### src/rtl/issue_ctrl_pkg.sv
// Shared widths and constants for the issue stage.
// Every block that needs the default widths or the link register imports this package.
package issue_ctrl_pkg;

    localparam int DWIDTH_DEF = 32;
    localparam int AWIDTH_DEF = 5;
    localparam int PC_WIDTH_DEF = 32;
    localparam int IMM_WIDTH_DEF = 16;
    localparam int FUNCT_WIDTH_DEF = 6;
    localparam int OPCODE_WIDTH_DEF = 6;
    localparam int JUMP_WIDTH_DEF = 26;
    localparam int LINK_REG = 31;
    localparam int STALL_WIDTH = 16;

endpackage

### src/rtl/issue_scoreboard.sv
// Register busy vector: set on issue, clear on writeback, wiped by flush.
// Lookups see a same-cycle writeback clear so retiring producers stop stalling.
module issue_scoreboard
    import issue_ctrl_pkg::*;
#(
    parameter int AWIDTH = AWIDTH_DEF
) (
    input  logic                       clk,
    input  logic                       rst_n,
    input  logic                       flush_i,
    input  logic                       set_en_i,
    input  logic [AWIDTH-1:0]          set_addr_i,
    input  logic                       clr_en_i,
    input  logic [AWIDTH-1:0]          clr_addr_i,
    input  logic [AWIDTH-1:0]          rs_addr_i,
    input  logic [AWIDTH-1:0]          rt_addr_i,
    input  logic [AWIDTH-1:0]          dst_addr_i,
    output logic                       rs_busy_o,
    output logic                       rt_busy_o,
    output logic                       dst_busy_o,
    output logic [(1<<AWIDTH)-1:0]     busy_o
);

    localparam int NREG = 1 << AWIDTH;

    logic [NREG-1:0] busy_q;
    logic [NREG-1:0] busy_d;
    logic [NREG-1:0] set_mask;
    logic [NREG-1:0] clr_mask;
    logic [NREG-1:0] busy_eff;

    always_comb begin
        set_mask = '0;
        clr_mask = '0;
        if (set_en_i) set_mask[set_addr_i] = 1'b1;
        if (clr_en_i) clr_mask[clr_addr_i] = 1'b1;
        busy_eff = busy_q & ~clr_mask;
        busy_d = flush_i ? '0 : (busy_eff | set_mask);
        // $0 is never a real producer
        busy_d[0] = 1'b0;
    end

    always_ff @(posedge clk or negedge rst_n) begin
        if (!rst_n) busy_q <= '0;
        else        busy_q <= busy_d;
    end

    assign rs_busy_o  = busy_eff[rs_addr_i];
    assign rt_busy_o  = busy_eff[rt_addr_i];
    assign dst_busy_o = busy_eff[dst_addr_i];
    assign busy_o     = busy_q;

endmodule

### src/rtl/issue_ctrl.sv
// In-order issue stage: scoreboard hazard check, one registered slot to execute.
// Stalls on RAW/WAW against in-flight writers; counts stall cycles.
module issue_ctrl
    import issue_ctrl_pkg::*;
#(
    parameter int DWIDTH       = DWIDTH_DEF,
    parameter int AWIDTH       = AWIDTH_DEF,
    parameter int PC_WIDTH     = PC_WIDTH_DEF,
    parameter int IMM_WIDTH    = IMM_WIDTH_DEF,
    parameter int FUNCT_WIDTH  = FUNCT_WIDTH_DEF,
    parameter int OPCODE_WIDTH = OPCODE_WIDTH_DEF,
    parameter int JUMP_WIDTH   = JUMP_WIDTH_DEF
) (
    input  logic                    ic_clk,
    input  logic                    ic_rst,
    input  logic                    ic_i_empty,
    output logic                    ic_o_re,
    input  logic [PC_WIDTH-1:0]     ic_i_pc,
    input  logic [IMM_WIDTH-1:0]    ic_i_imm,
    input  logic [FUNCT_WIDTH-1:0]  ic_i_funct,
    input  logic [OPCODE_WIDTH-1:0] ic_i_opcode,
    input  logic [JUMP_WIDTH-1:0]   ic_i_jal_addr,
    input  logic [DWIDTH-1:0]       ic_i_data_rs,
    input  logic [DWIDTH-1:0]       ic_i_data_rt,
    input  logic [AWIDTH-1:0]       ic_i_addr_rs,
    input  logic [AWIDTH-1:0]       ic_i_addr_rt,
    input  logic [AWIDTH-1:0]       ic_i_addr_rd,
    input  logic                    ic_i_reg_dst,
    input  logic                    ic_i_alu_src,
    input  logic                    ic_i_regwrite,
    input  logic                    ic_i_memtoreg,
    input  logic                    ic_i_memwrite,
    input  logic                    ic_i_jr,
    input  logic                    ic_i_jal,
    output logic [PC_WIDTH-1:0]     ic_o_pc,
    output logic [IMM_WIDTH-1:0]    ic_o_imm,
    output logic [FUNCT_WIDTH-1:0]  ic_o_funct,
    output logic [OPCODE_WIDTH-1:0] ic_o_opcode,
    output logic [JUMP_WIDTH-1:0]   ic_o_jal_addr,
    output logic [DWIDTH-1:0]       ic_o_data_rs,
    output logic [DWIDTH-1:0]       ic_o_data_rt,
    output logic [AWIDTH-1:0]       ic_o_addr_rs,
    output logic [AWIDTH-1:0]       ic_o_addr_rt,
    output logic [AWIDTH-1:0]       ic_o_addr_rd,
    output logic [AWIDTH-1:0]       ic_o_addr_dst,
    output logic                    ic_o_reg_dst,
    output logic                    ic_o_alu_src,
    output logic                    ic_o_regwrite,
    output logic                    ic_o_memtoreg,
    output logic                    ic_o_memwrite,
    output logic                    ic_o_jr,
    output logic                    ic_o_jal,
    output logic                    ic_o_valid,
    input  logic                    ic_i_ready,
    input  logic                    ic_i_wb_en,
    input  logic [AWIDTH-1:0]       ic_i_wb_addr,
    input  logic                    ic_i_flush,
    output logic [STALL_WIDTH-1:0]  ic_o_stall_cnt
);

    localparam int SLOT_W = PC_WIDTH + IMM_WIDTH + FUNCT_WIDTH + OPCODE_WIDTH
                          + JUMP_WIDTH + 2*DWIDTH + 4*AWIDTH + 7;

    logic [AWIDTH-1:0]      head_dst;
    logic                   head_writes;
    logic                   rs_read;
    logic                   rt_read;
    logic                   rs_busy;
    logic                   rt_busy;
    logic                   dst_busy;
    logic                   hazard;
    logic                   slot_free;
    logic                   issue;
    logic [SLOT_W-1:0]      head_bus;
    logic [SLOT_W-1:0]      slot_d;
    logic [SLOT_W-1:0]      slot_q;
    logic                   valid_d;
    logic                   valid_q;
    logic [STALL_WIDTH-1:0] stall_d;
    logic [STALL_WIDTH-1:0] stall_q;
    logic [(1<<AWIDTH)-1:0] busy_vec;

    always_comb begin
        if (ic_i_jal)          head_dst = AWIDTH'(LINK_REG);
        else if (ic_i_reg_dst) head_dst = ic_i_addr_rd;
        else                   head_dst = ic_i_addr_rt;
    end

    assign head_writes = ic_i_regwrite && (head_dst != '0);
    assign rs_read     = !ic_i_jal;
    assign rt_read     = ic_i_reg_dst || ic_i_memwrite;

    assign hazard = !ic_i_empty
                 && ((rs_read && rs_busy)
                  || (rt_read && rt_busy)
                  || (head_writes && dst_busy));

    assign slot_free = !valid_q || ic_i_ready;
    assign issue     = ic_rst && !ic_i_empty && !hazard
                    && slot_free && !ic_i_flush;
    assign ic_o_re   = issue;

    issue_scoreboard #(.AWIDTH(AWIDTH)) u_sb (
        .clk        (ic_clk),
        .rst_n      (ic_rst),
        .flush_i    (ic_i_flush),
        .set_en_i   (issue && head_writes),
        .set_addr_i (head_dst),
        .clr_en_i   (ic_i_wb_en),
        .clr_addr_i (ic_i_wb_addr),
        .rs_addr_i  (ic_i_addr_rs),
        .rt_addr_i  (ic_i_addr_rt),
        .dst_addr_i (head_dst),
        .rs_busy_o  (rs_busy),
        .rt_busy_o  (rt_busy),
        .dst_busy_o (dst_busy),
        .busy_o     (busy_vec)
    );

    assign head_bus = {ic_i_pc, ic_i_imm, ic_i_funct, ic_i_opcode,
                       ic_i_jal_addr, ic_i_data_rs, ic_i_data_rt,
                       ic_i_addr_rs, ic_i_addr_rt, ic_i_addr_rd, head_dst,
                       ic_i_reg_dst, ic_i_alu_src, ic_i_regwrite,
                       ic_i_memtoreg, ic_i_memwrite, ic_i_jr, ic_i_jal};

    always_comb begin
        slot_d  = slot_q;
        valid_d = valid_q;
        stall_d = stall_q;
        if (ic_i_flush) begin
            valid_d = 1'b0;
            stall_d = '0;
        end else begin
            if (issue) begin
                slot_d  = head_bus;
                valid_d = 1'b1;
            end else if (ic_i_ready) begin
                valid_d = 1'b0;
            end
            if (hazard && (stall_q != '1)) stall_d = stall_q + 1'b1;
        end
    end

    always_ff @(posedge ic_clk or negedge ic_rst) begin
        if (!ic_rst) begin
            slot_q  <= '0;
            valid_q <= 1'b0;
            stall_q <= '0;
        end else begin
            slot_q  <= slot_d;
            valid_q <= valid_d;
            stall_q <= stall_d;
        end
    end

    assign {ic_o_pc, ic_o_imm, ic_o_funct, ic_o_opcode,
            ic_o_jal_addr, ic_o_data_rs, ic_o_data_rt,
            ic_o_addr_rs, ic_o_addr_rt, ic_o_addr_rd, ic_o_addr_dst,
            ic_o_reg_dst, ic_o_alu_src, ic_o_regwrite,
            ic_o_memtoreg, ic_o_memwrite, ic_o_jr, ic_o_jal} = slot_q;

    assign ic_o_valid     = valid_q;
    assign ic_o_stall_cnt = stall_q;

endmodule
### config.mk
export PLATFORM = sky130hd
export DESIGN_NAME = issue_ctrl
export DESIGN_NICKNAME = d
export VERILOG_FILES = /design/src/rtl/issue_ctrl_pkg.sv /design/src/rtl/issue_scoreboard.sv /design/src/rtl/issue_ctrl.sv
export SDC_FILE = /design/constraint.sdc
export NUM_CORES = 1
export LEC_CHECK = 0
export CAP_MARGIN = 20
export CORE_MARGIN = 2
export CORE_UTILIZATION = 44
export CTS_CLUSTER_DIAMETER = 80
export DETAILED_ROUTE_END_ITERATION = 6
export GPL_TIMING_DRIVEN = 0
export PLACE_DENSITY = 0.79
export SLEW_MARGIN = 10
export SYNTH_ARGS = -nofsm -noshare
export SYNTH_HDL_FRONTEND = slang
export SYNTH_HIERARCHICAL = 1
export SYNTH_SLANG_ARGS = --single-unit
### constraint.sdc
create_clock -name ic_clk -period 5.7 [get_ports ic_clk]
set_clock_uncertainty 0.2 [all_clocks]
set_input_delay 1.14 -clock ic_clk [delete_from_list [all_inputs] [get_ports ic_clk]]
set_output_delay 1.14 -clock ic_clk [all_outputs]
set_load 0.01 [all_outputs]
Word level (Yosys, flattened, before mapping):

Cells that the tools add are included.

* flip-flop bits (word level): 225
* bits of input ports: 183
* logic and storage cells: 62

* $add $sub $neg: 1
* order comparisons: 6
* equal/unequal tests: 1
* muxes and demuxes: 20
* bitwise operators: 4
* reductions and logical operators: 26

Operator list (number)
* $mux 32: 3
* $and 32x32->32: 1
* $mux 16: 2
* $not 32->32: 1
* $or 32x32->32: 1
* $lt 5x6->1 const B: 4
* $add 16x1->16 const B: 1
* $ne 16x16->1 const B: 1
* $bmux 1 s5: 3
* $logic_and 1x1->1: 13
* $demux 1 s5: 2
* $ge 5x1->1 const B: 2
* $mux 5: 2
* $mux 1: 8
* $logic_not 1->1: 5
* $reduce_bool 5->1: 1
* $logic_or 1x1->1: 4
* $reduce_bool 3->1: 1
* $reduce_and 2->1: 1
* $reduce_bool 2->1: 1
* $not 1->1: 1

Logic depth before layout (Yosys ltp):

Gate-level depths: netlist of run 1.

* depth in word-level cells: 21
* gate-level depth with buffers: 19

By module:

The synthesis of run 1 kept the hierarchy.

Modules (own cells, without submodules)
* issue_ctrl: times used 1, cells each 508, area an instance 7808.7 um^2, seq. area each 4854.7 um^2
* issue_scoreboard: times used 1, cells each 336, area an instance 2827.7 um^2, seq. area each 775.7 um^2

Least setup slack after synthesis of run 1:

No wires, ideal clock.

* path kind: input to output
* start point: input ic_i_reg_dst
* end point: output ic_o_re
* arrival time: 3.746 ns
* setup slack: 0.614 ns
* stages on the path: 13
* cell sequence: clkbuf_1 nor2b_1 a211o_1 buf_2 xor2_1 o311ai_1 mux2i_1 a2111oi_0 a22oi_1 a31oi_4 and4_1 buf_4 buf_4

* longest elaborated chain between the ends: 11

RTL lines
* start: declaration: line issue_ctrl.sv:28 `input logic ic_i_reg_dst,`
* $mux 5: line issue_ctrl.sv:85 `else if (ic_i_reg_dst) head_dst = ic_i_addr_rd;`
* $mux 5: line issue_ctrl.sv:84 `if (ic_i_jal) head_dst = AWIDTH'(LINK_REG);`
* net head_dst[0]: line issue_ctrl.sv:64 `logic [AWIDTH-1:0] head_dst;`
* $bmux 1 s5: line issue_scoreboard.sv:50 `assign dst_busy_o = busy_eff[dst_addr_i];`
* $mux 1 (implied by the code): line issue_scoreboard.sv:50
* net dst_busy: line issue_ctrl.sv:70 `logic dst_busy;`
* $logic_and 1x1->1: line issue_ctrl.sv:96 `|| (head_writes && dst_busy));`
* $logic_or 1x1->1: line issue_ctrl.sv:96
* $logic_and 1x1->1: line issue_ctrl.sv:94 `&& ((rs_read && rs_busy)`
* $logic_not 1->1: line issue_ctrl.sv:99 `assign issue = ic_rst && !ic_i_empty && !hazard`
* $logic_and 1x1->1: line issue_ctrl.sv:99
* $logic_and 1x1->1 (2 in series): line issue_ctrl.sv:100 `&& slot_free && !ic_i_flush;`
* end: declaration: line issue_ctrl.sv:17 `output logic ic_o_re,`

The timed path passes the listed nets, and every way through them passes these cells. The select of a mux whose other input is x is not followed.

Worst setup path after layout of run 1:

* start point: input ic_i_addr_rd[0]
* end point: output ic_o_re

* longest elaborated chain between the ends: 11

RTL lines
* start: declaration: line issue_ctrl.sv:27 `input logic [AWIDTH-1:0] ic_i_addr_rd,`
* $mux 5: line issue_ctrl.sv:85
* $mux 5: line issue_ctrl.sv:84
* net head_dst[0]: line issue_ctrl.sv:64
* $bmux 1 s5: line issue_scoreboard.sv:50
* $mux 1 (implied by the code): line issue_scoreboard.sv:50
* net dst_busy: line issue_ctrl.sv:70
* $logic_and 1x1->1: line issue_ctrl.sv:96
* $logic_or 1x1->1: line issue_ctrl.sv:96
* $logic_and 1x1->1: line issue_ctrl.sv:94
* $logic_not 1->1: line issue_ctrl.sv:99
* $logic_and 1x1->1: line issue_ctrl.sv:99
* $logic_and 1x1->1 (2 in series): line issue_ctrl.sv:100

The timed path passes the listed nets, and every way through them passes these cells. The select of a mux whose other input is x is not followed.

==> flow_summary.yaml, run 1 <==
power_and_ir_drop:
  combPwrFrac: 0.314
  internal-power_mw: 3.89
  netSwitchingFraction: 0.282
  ir_drop_mv: 0.273
  clock_power_share: 0.288
  switchingPower_mw: 1.53
  pwr-share-seq: 0.398
  leakagePower_nw: 6.41
  p_per_area_mw_per_mm2: 343
clocking:
  cts_tree: "yes"
  cts_root_buffer: "clkbuf_16"
  cts_buffer_depth: 3
  clk_pin_slew_ns: 0.06
  cts_inserted_buffers: 25
  htree_levels: 1
  cts_num_sinks: 225
  hold_buffers: 0
  clk-insertion-delay-late_ns: 0.53
synthesis:
  syn_area_per_cell_um2: 12.6
  synthCells: 842
  yosysWarnings: 6
  synthesis.area_mm2: 0.0106
  syn_nets: 1026
grt:
  grt_pass1_vias: 9116
  grt_first_pass_wirelength_mm: 54.3
  grt_overflow: 0
  grtUsageTotal: 0.273
  antenna_found_initial: 1
  grt_max_degree: 100
floorplan:
  die_y_um: 159
  die_area_mm2: 0.0254
  rows: 56
  core_area_mm2: 0.0236
  initial_utilization: 0.450
  io-pin-count: 378
  die_w_um: 159
placement:
  place_hpwl_mm: 26.9
  place_ws_ns: -1.24
  gp_congestion: 0.949
  portBuffers: 376
layout:
  syn2layout_area_growth_pct: 48.6
  fin_util: 0.669
  nNetsFinal: 1433
  drive_gt1_frac: 0.149
sta:
  worst_pin_slew_ns: 1.19
  maxSlewHeadroom: 0.205
  rsz0062_at_grt: "no"
  maxSlewViolCount: 0
  final-setup-viol-count: 0
  finalSetupTns_ns: 0
  worst_slack_ns: 0.0948
  hold_viol: 0
  finalCritPeriodShare: 0.983
  period_needed_ns: 5.61
  fmax_mhz: 178
outcome:
  status: "finished with violations"
  violations: "design-rule violations"
critical_path:
  critPathMaxStageDelay_ns: 0.47
  cp.required_ns: 4.36
  worst-r2r-cell-count: 14
  r2r_start: "u_sb/busy_o[9]"
  path_cells: "clkdlybuf4s50_1, a211o_1, buf_4, xor2_2, o311ai_1, mux2i_1, a2111oi_2, a22oi_2, a31oi_4, and4_4, buf_12, clkdlybuf4s15_2"
  crit_end: "ic_o_re"
  worstPathMaxFanout: 17
  start_kind: "input port"
  cp-startpoint: "ic_i_addr_rd[0]"
  worstSetupPathType: "in2out"
  rr_endpoint: "u_sb/busy_o[4]"
  r2r_slack_ns: 1.53
  worst_ep_arrival_time_ns: 4.27
  endpoint_kind: "output port"
  slowest_stage: "clkdlybuf4s50_1"
detailed_routing:
  num_vias: 8887
  drc_errors: 2
  ant_nets: 0
  wl_per_cell_um: 22.4
  drtIter0Drc: 630
  routed_via_density: 5.61
  wl_mm: 35.4
  dr.pass1.iters: 7
job:
  max-cap-violations: 0
hold_path:
  hold_path.class: "in2async"
-- cell usage in the layout, fill, tap and decap left out, types with 13 or more instances in the layout --
cell,n
nand2_1,42
mux2_2,73
nand4_1,13
clkbuf_1,13
nor3_1,14
mux2i_1,31
a21oi_1,47
clkdlybuf4s50_1,370
clkbuf_16,25
dfrtp_1,225
o21ai_0,38
mux2_1,111
-- flip-flops by register name (all words and copies together), names as in the netlist --
| name | count |
|---|---|
| slot_q | 177 |
| u_sb/busy_o | 31 |
| ic_o_valid | 1 |
| ic_o_stall_cnt | 16 |
-- cell type report --
cell class | count | area (µm²)
diodes | 1 | 2.50
plain buffers | 49 | 418
clock buffers | 33 | 706
clock inverters | 8 | 75.1
fillers | 1829 | 7820
inverters | 10 | 37.5
multi-input cells | 556 | 4670
flip-flops and latches | 225 | 5630
well taps | 319 | 399
repair buffers | 382 | 3850
-- worst min path at each step --
stage	start	end	cells past startpoint
after detailed placement	slot_q[43]	slot_q[43]	1
final	ic_rst	ic_o_stall_cnt[4]	1
after floorplan	slot_q[100]	slot_q[100]	1
after global placement	slot_q[70]	slot_q[70]	1
after global routing	ic_rst	ic_o_stall_cnt[4]	1
after CTS	ic_rst	slot_q[165]	1
-- power by group through the flow --
stage | Clock (mW) | Combinational, mW | Sequential (mW)
2_1_floorplan | 0 | 0.400 | 2.35
3_3_place_gp | 0 | 1.67 | 2.16
3_5_place_dp | 0 | 1.70 | 2.18
4_1_cts | 1.59 | 1.71 | 2.16
5_1_grt | 1.65 | 1.80 | 2.21
6_report | 1.56 | 1.70 | 2.16
-- metal layers --
layer / global-route usage / vias up / share of wire
met1: 0.346 / 4373 / 0.39
met4: 0.0806 / 0 / 0.032
met3: 0.0688 / 75 / 0.089
met5: 0 / - / 0
met2: 0.465 / 474 / 0.49
li1: - / 3965 / -
-- critical path: cells and delay by family --
kind | cells | cell delay, ns
compound gates | 5 | 1.44
buf+inv | 4 | 1.08
simple gates | 1 | 0.26
xor+xnor | 1 | 0.20
mux | 1 | 0.13
-- what timing repair did --
action | 4_1_cts | 5_1_grt
setup endpoints to repair | 24 | 1
gates resized for setup | 20 | 29
buffers inserted | 2 | 2
pin swaps | 5 | 7
-- through the flow --
step | power, mW | std cells | hold slack, ns | cell area [µm²]
floorplan | 2.75 | 842 | 0.329 | 10600
global placement | 3.83 | 1537 | 0.266 | 14800
detailed placement | 3.88 | 1539 | 0.274 | 14800
CTS | 5.46 | 1581 | 0.265 | 15700
global route | 5.65 | 1582 | 0.292 | 15800
finish | 5.42 | 1583 | 0.281 | 15800
Power figures use the tool's default switching activity.
==> inputs of run 2 (changes only) <==
- CORE_UTILIZATION: 44 -> 46
- PLACE_DENSITY: 0.79 -> 0.82
==> flow_summary.yaml, run 2 (synthesis gave the netlist of run 1 again) <==
outcome:
  status: "completed"
layout:
  largest_register_ffs: 177
  nNetsFinal: 1433
  seq_area_mm2: 0.00563
  fin_util: 0.696
  layout_common_cells: "370 x clkdlybuf4s50_1, 225 x dfrtp_1, 111 x mux2_1"
  syn2layout_area_growth_pct: 48.3
  drive_gt1_frac: 0.148
  layout_commonest_cell: "clkdlybuf4s50_1"
  finalInstanceArea_mm2: 0.0158
  multiInputGateArea_mm2: 0.00463
  n_fill_cell: 1581
  regMostFlops: "slot_q"
critical_path:
  cp.required_ns: 4.36
  start_kind: "input port"
  worstSetupPathType: "in2out"
  worst_ep_arrival_time_ns: 4.24
  r2r_start: "u_sb/busy_o[9]"
  r2r_slack_ns: 1.60
  worstPathMaxFanout: 17
  worst-r2r-cell-count: 15
  endpoint_kind: "output port"
  rr_endpoint: "u_sb/busy_o[8]"
clocking:
  cts_root_buffer: "clkbuf_16"
  cts_num_sinks: 225
  cts_tree: "yes"
  clk_pin_slew_ns: 0.06
  clk-insertion-delay-late_ns: 0.53
  cts_inserted_buffers: 25
  htree_levels: 1
  cts_buffer_depth: 3
  hold_buffers: 0
placement:
  place_ws_ns: -1.13
  placed_cell_area_mm2: 0.0148
  gp_congestion: 0.957
  portBuffers: 376
  place_hpwl_mm: 26.6
sta:
  finalSetupTns_ns: 0
  worst_pin_slew_ns: 0.779
  hold_viol: 0
  maxSlewHeadroom: 0.479
  period_needed_ns: 5.58
  worst_slack_ns: 0.122
  finalCritPeriodShare: 0.979
  final-setup-viol-count: 0
  rsz0062_at_grt: "no"
  maxSlewViolCount: 0
  fmax_mhz: 179
detailed_routing:
  dr.pass1.iters: 6
  ant_nets: 0
  drtIter0Drc: 797
  num_vias: 8973
  routed_via_density: 5.77
  wl_mm: 35.8
  wl_per_cell_um: 23.0
  drc_errors: 0
power_and_ir_drop:
  switchingPower_mw: 1.59
  netSwitchingFraction: 0.285
  clock_power_share: 0.301
  ir_drop_mv: 0.279
  finalPower_mw: 5.57
  combPwrFrac: 0.310
  pwr-share-seq: 0.389
  leakagePower_nw: 6.42
  internal-power_mw: 3.98
  p_per_area_mw_per_mm2: 354
floorplan:
  core_area_mm2: 0.0226
  initial_utilization: 0.469
  die_w_um: 156
  die_area_mm2: 0.0243
  io-pin-count: 378
  rows: 55
  die_y_um: 156
hold_path:
  hold_path.class: "in2async"
grt:
  antenna_found_initial: 1
  grt_pass1_vias: 9174
  grt_overflow: 0
  grt_first_pass_wirelength_mm: 53.4
  grt_max_degree: 105
  grtUsageTotal: 0.284
job:
  max-cap-violations: 0
run 2: cell count changes in the layout (fill, tap and decap cells not counted), sizes merged:
cell | previous run | this run
buf | 38 | 41
dlygate4sd2 | 4 | 1
bufinv | 1 | 3
clkinv | 4 | 6
clkbuf | 51 | 52
clkdlybuf4s15 | 1 | 2
inv | 12 | 11
run 2: routing by layer:
layer,vias to the layer above,GRT usage,routed length (µm)
li1,3967,-,-
met1,4425,0.347,13400
met4,0,0.0896,1120
met3,61,0.0792,3500
met2,520,0.490,17700
met5,-,0,0
run 2: worst max-delay path by stage:
| stage | from | endpoint | slack [ns] | cells past startpoint |
|---|---|---|---|---|
| after global routing | ic_i_wb_addr[2] | ic_o_re | 0.01 | 13 |
| after global placement | ic_rst | ic_o_re | -6.86 | 5 |
| final | ic_i_addr_rd[0] | ic_o_re | 0.12 | 12 |
| after CTS | ic_i_reg_dst | ic_o_re | 0.009 | 14 |
| after detailed placement | ic_i_reg_dst | ic_o_re | -1.13 | 15 |
| after floorplan | ic_i_reg_dst | ic_o_re | 0.61 | 13 |
run 2: what timing repair did:
| action | in CTS | in global routing |
|---|---|---|
| gates resized for setup | 20 | 19 |
| hold endpoints to repair | 0 | 0 |
| endpoints found under the setup margin | 24 | 1 |
| buffers inserted | 1 | 2 |
| pin swaps | 4 | 6 |
| cloned | 0 | 0 |
run 2: critical path: stages:
cell	delay, ns
clkdlybuf4s50_1	0.46
a211o_4	0.38
buf_4	0.20
xor2_1	0.23
o311ai_1	0.30
mux2i_1	0.15
a2111oi_2	0.43
a22oi_2	0.15
a31oi_4	0.23
and4_4	0.25
buf_12	0.16
clkbuf_2	0.14
run 2: power by group through the flow:
stage | clock network (mW) | logic (mW) | registers [mW]
6_report | 1.68 | 1.73 | 2.17
5_1_grt | 1.76 | 1.82 | 2.21
4_1_cts | 1.71 | 1.74 | 2.17
3_5_place_dp | 0 | 1.72 | 2.18
3_3_place_gp | 0 | 1.69 | 2.16
2_1_floorplan | 0 | 0.400 | 2.35
run 2: stage by stage:
step,hold WS (ns),cells
floorplan,0.329,842
global placement,0.266,1503
detailed placement,0.274,1505
CTS,0.271,1551
global route,0.287,1554
finish,0.280,1554
run 2: layout make-up:
cell class | count | share of cell area
Antenna cell | 1 | 0.000159
Buffer | 49 | 0.0257
Clock buffer | 35 | 0.0446
Clock inverter | 11 | 0.00961
Inverter | 10 | 0.00238
Multi-Input combinational cell | 556 | 0.294
Sequential cell | 225 | 0.357
Tap cell | 285 | 0.0226
Timing Repair Buffer | 382 | 0.244
==> inputs of run 3 (changes only) <==
--- a/config.mk
+++ b/config.mk
@@ -9,3 +9,3 @@
 export CORE_MARGIN = 2
-export CORE_UTILIZATION = 46
+export CORE_UTILIZATION = 45
 export CTS_CLUSTER_DIAMETER = 80
@@ -13,3 +13,3 @@
 export GPL_TIMING_DRIVEN = 0
-export PLACE_DENSITY = 0.82
+export PLACE_DENSITY = 0.81
 export SLEW_MARGIN = 10
@@ -17,3 +17,2 @@
 export SYNTH_HDL_FRONTEND = slang
-export SYNTH_HIERARCHICAL = 1
 export SYNTH_SLANG_ARGS = --single-unit
--- a/constraint.sdc
+++ b/constraint.sdc
@@ -4,2 +4,2 @@
 set_output_delay 1.14 -clock ic_clk [all_outputs]
-set_load 0.01 [all_outputs]
+set_load 0.05 [all_outputs]
==> flow_summary.yaml, run 3 <==
placement:
  place_inst: 1500
  gp_congestion: 0.974
  portBuffers: 373
  place_hpwl_mm: 25.7
grt:
  grt_max_degree: 102
  grt_overflow: 0
  grtUsageMet2: 0.471
  grtUsageTotal: 0.279
  use_met1: 0.330
  grt_pass1_vias: 9113
  grt_use_met3: 0.0916
  grt_first_pass_wirelength_mm: 52.0
  antenna_found_initial: 0
  top_usage_layer: "met2"
critical_path:
  cp-startpoint: "ic_i_reg_dst"
  crit_end: "ic_o_re"
  r2r_slack_ns: 2.54
  crit_family: "buffers and inverters"
  worstPathMaxFanout: 17
  path_cells: "clkdlybuf4s50_1, buf_2, or3b_2, a21oi_4, buf_4, a22oi_1, a211oi_2, nor3b_2, o221ai_2, nand3_4, clkinv_8, buf_8, buf_6, buf_4"
  slowest_stage: "or3b_2"
  worst_ep_arrival_time_ns: 4.23
  rr_endpoint: "ic_o_stall_cnt[1]"
  r2r_start: "u_sb.busy_o[8]"
  crit_cells: 14
  start_kind: "input port"
  cpMostUsedCell: "buf_4"
  endpoint_kind: "output port"
  worst-r2r-cell-count: 11
  cp.required_ns: 4.36
  worstSetupPathType: "in2out"
  crit_buf_inv: 7
  critPathMaxStageDelay_ns: 0.52
synthesis:
  synth_top_cell_area_share: 0.547
  synth_edf_count: 0
  ys.flop_type: "dfrtp_1"
  synth_cell_types: 71
  synth.top_cells.by_count: "225 x dfrtp_1, 88 x mux2_2, 86 x mux2_1"
  ys_top_cells_by_area: "dfrtp_1 55%, mux2_2 9.6%, mux2_1 9.4%, nand2_1 2.4%, o21ai_0 2.1%"
  synthMostInstantiatedCell: "dfrtp_1"
  synthCells: 840
  synthArstFlopShare: 1.00
  ys_ff_latch: 225
  syn_area_per_cell_um2: 12.3
  yosys.area.top_type: "dfrtp_1"
  yosysWarnings: 0
  synthesis.area_mm2: 0.0103
  yosysSeqAreaShare: 0.547
  syn_nets: 1024
clocking:
  clk-insertion-delay-late_ns: 0.52
  clk_pin_slew_ns: 0.06
  htree_levels: 1
  cts_inserted_buffers: 25
  cts_root_buffer: "clkbuf_16"
  cts_num_sinks: 225
  cts_tree: "yes"
  hold_buffers: 0
  cts_buffer_depth: 3
power_and_ir_drop:
  ir_drop_mv: 0.335
  combPwrFrac: 0.424
  clock_power_share: 0.251
  leakagePower_nw: 6.34
  switchingPower_mw: 2.70
  internal-power_mw: 3.98
  p_per_area_mw_per_mm2: 432
  pwr-share-seq: 0.324
  netSwitchingFraction: 0.404
  finalPower_mw: 6.68
job:
  max-cap-violations: 0
layout:
  drive_gt1_frac: 0.165
  layout_common_cells: "366 x clkdlybuf4s50_1, 225 x dfrtp_1, 88 x mux2_2"
  syn2layout_area_growth_pct: 50.3
  fin_util: 0.685
  regMostFlops: "slot_q"
  largest_register_ffs: 177
  nNetsFinal: 1430
  layout_commonest_cell: "clkdlybuf4s50_1"
  stdcell_count: 1547
  n_antenna_cell: 0
sta:
  maxSlewHeadroom: 0.576
  whs_ns: 0.280
  hold_viol: 0
  worst_pin_slew_ns: 0.632
  finalCritPeriodShare: 0.977
  final-setup-viol-count: 0
  period_needed_ns: 5.57
  fmax_mhz: 179
  maxSlewViolCount: 0
floorplan:
  rows: 55
  initial_utilization: 0.456
  io-pin-count: 378
  die_area_mm2: 0.0241
  die_w_um: 155
  die_y_um: 155
  core_area_mm2: 0.0226
detailed_routing:
  drc_errors: 0
  ant_nets: 0
  wl_mm: 34.2
  num_vias: 8863
  dr.pass1.iters: 6
  wl_per_cell_um: 22.1
  routed_via_density: 5.73
  drtIter0Drc: 550
outcome:
  status: "completed"
hold_path:
  hold_path.class: "reg2reg"
[run 3: timing repair]
| item | CTS | global route |
|---|---|---|
| gates resized for setup | 45 | 7 |
| gates cloned | 0 | 0 |
| setup buffers | 6 | 1 |
| pin swaps | 8 | 2 |
| setup endpoints to repair | 1 | 1 |
[run 3: power groups by stage]
stage	registers, mW	clock network [mW]	logic, mW
3_5_place_dp	2.19	0	2.83
2_1_floorplan	3.50	0	0.398
4_1_cts	2.17	1.70	2.85
6_report	2.17	1.68	2.83
5_1_grt	2.21	1.77	2.93
3_3_place_gp	2.17	0	2.80
[run 3: worst min path at each step]
stage                    startpoint  cells past startpoint         endpoint
CTS                      slot_q[13]                      2       slot_q[13]
finish                   slot_q[17]                      2       slot_q[17]
floorplan           u_sb.busy_o[31]                      2  u_sb.busy_o[31]
global placement         slot_q[23]                      2       slot_q[23]
global route            slot_q[171]                      1      slot_q[171]
detailed placement       slot_q[13]                      2       slot_q[13]
[run 3: logic make-up after synthesis]
group	count (synthesis)	synth area share
DFF	225	0.547
and+or+nand+nor	188	0.0975
muxes	182	0.201
AOI/OAI and AO/OA	181	0.119
buffers and inverters	60	0.0322
xor gates and xnor gates	3	0.00255
adders and majority gates	1	0.00122
[run 3: layout make-up]
cell class	instances	area (µm²)
fill	1642	7100
buffer	45	284
tap	285	357
clock inverter	11	165
multi-input combinational	555	4460
sequential	225	5630
timing repair buffer	382	3840
inverter	12	57.6
clock buffer	32	682
[run 3: per-layer routing]
layer | vias to the layer above | share of wire
li1 | 3931 | -
met1 | 4326 | 0.37
met2 | 506 | 0.48
met3 | 100 | 0.11
met4 | 0 | 0.041
met5 | - | 0
[run 3: metrics by stage]
stage	setup TNS, ns	worst slack [ns]	area [µm²]
after global routing	-0.00381	-0.00381	15500
after CTS	0	0.0680	15400
after global placement	-2653.27	-7.61	14400
after detailed placement	-1.33	-1.33	14400
final	0	0.128	15500
after floorplan	0	0.936	10300
[run 3: worst register-to-register path, delay by kind of cell (launching register included)]
kind,cells,cell delay [ns]
AO/OA/AOI/OAI,5,1.40
AND/OR/NAND/NOR,2,0.14
buffers and inverters,2,0.47
multiplexers,2,0.39
flip-flops,1,0.42
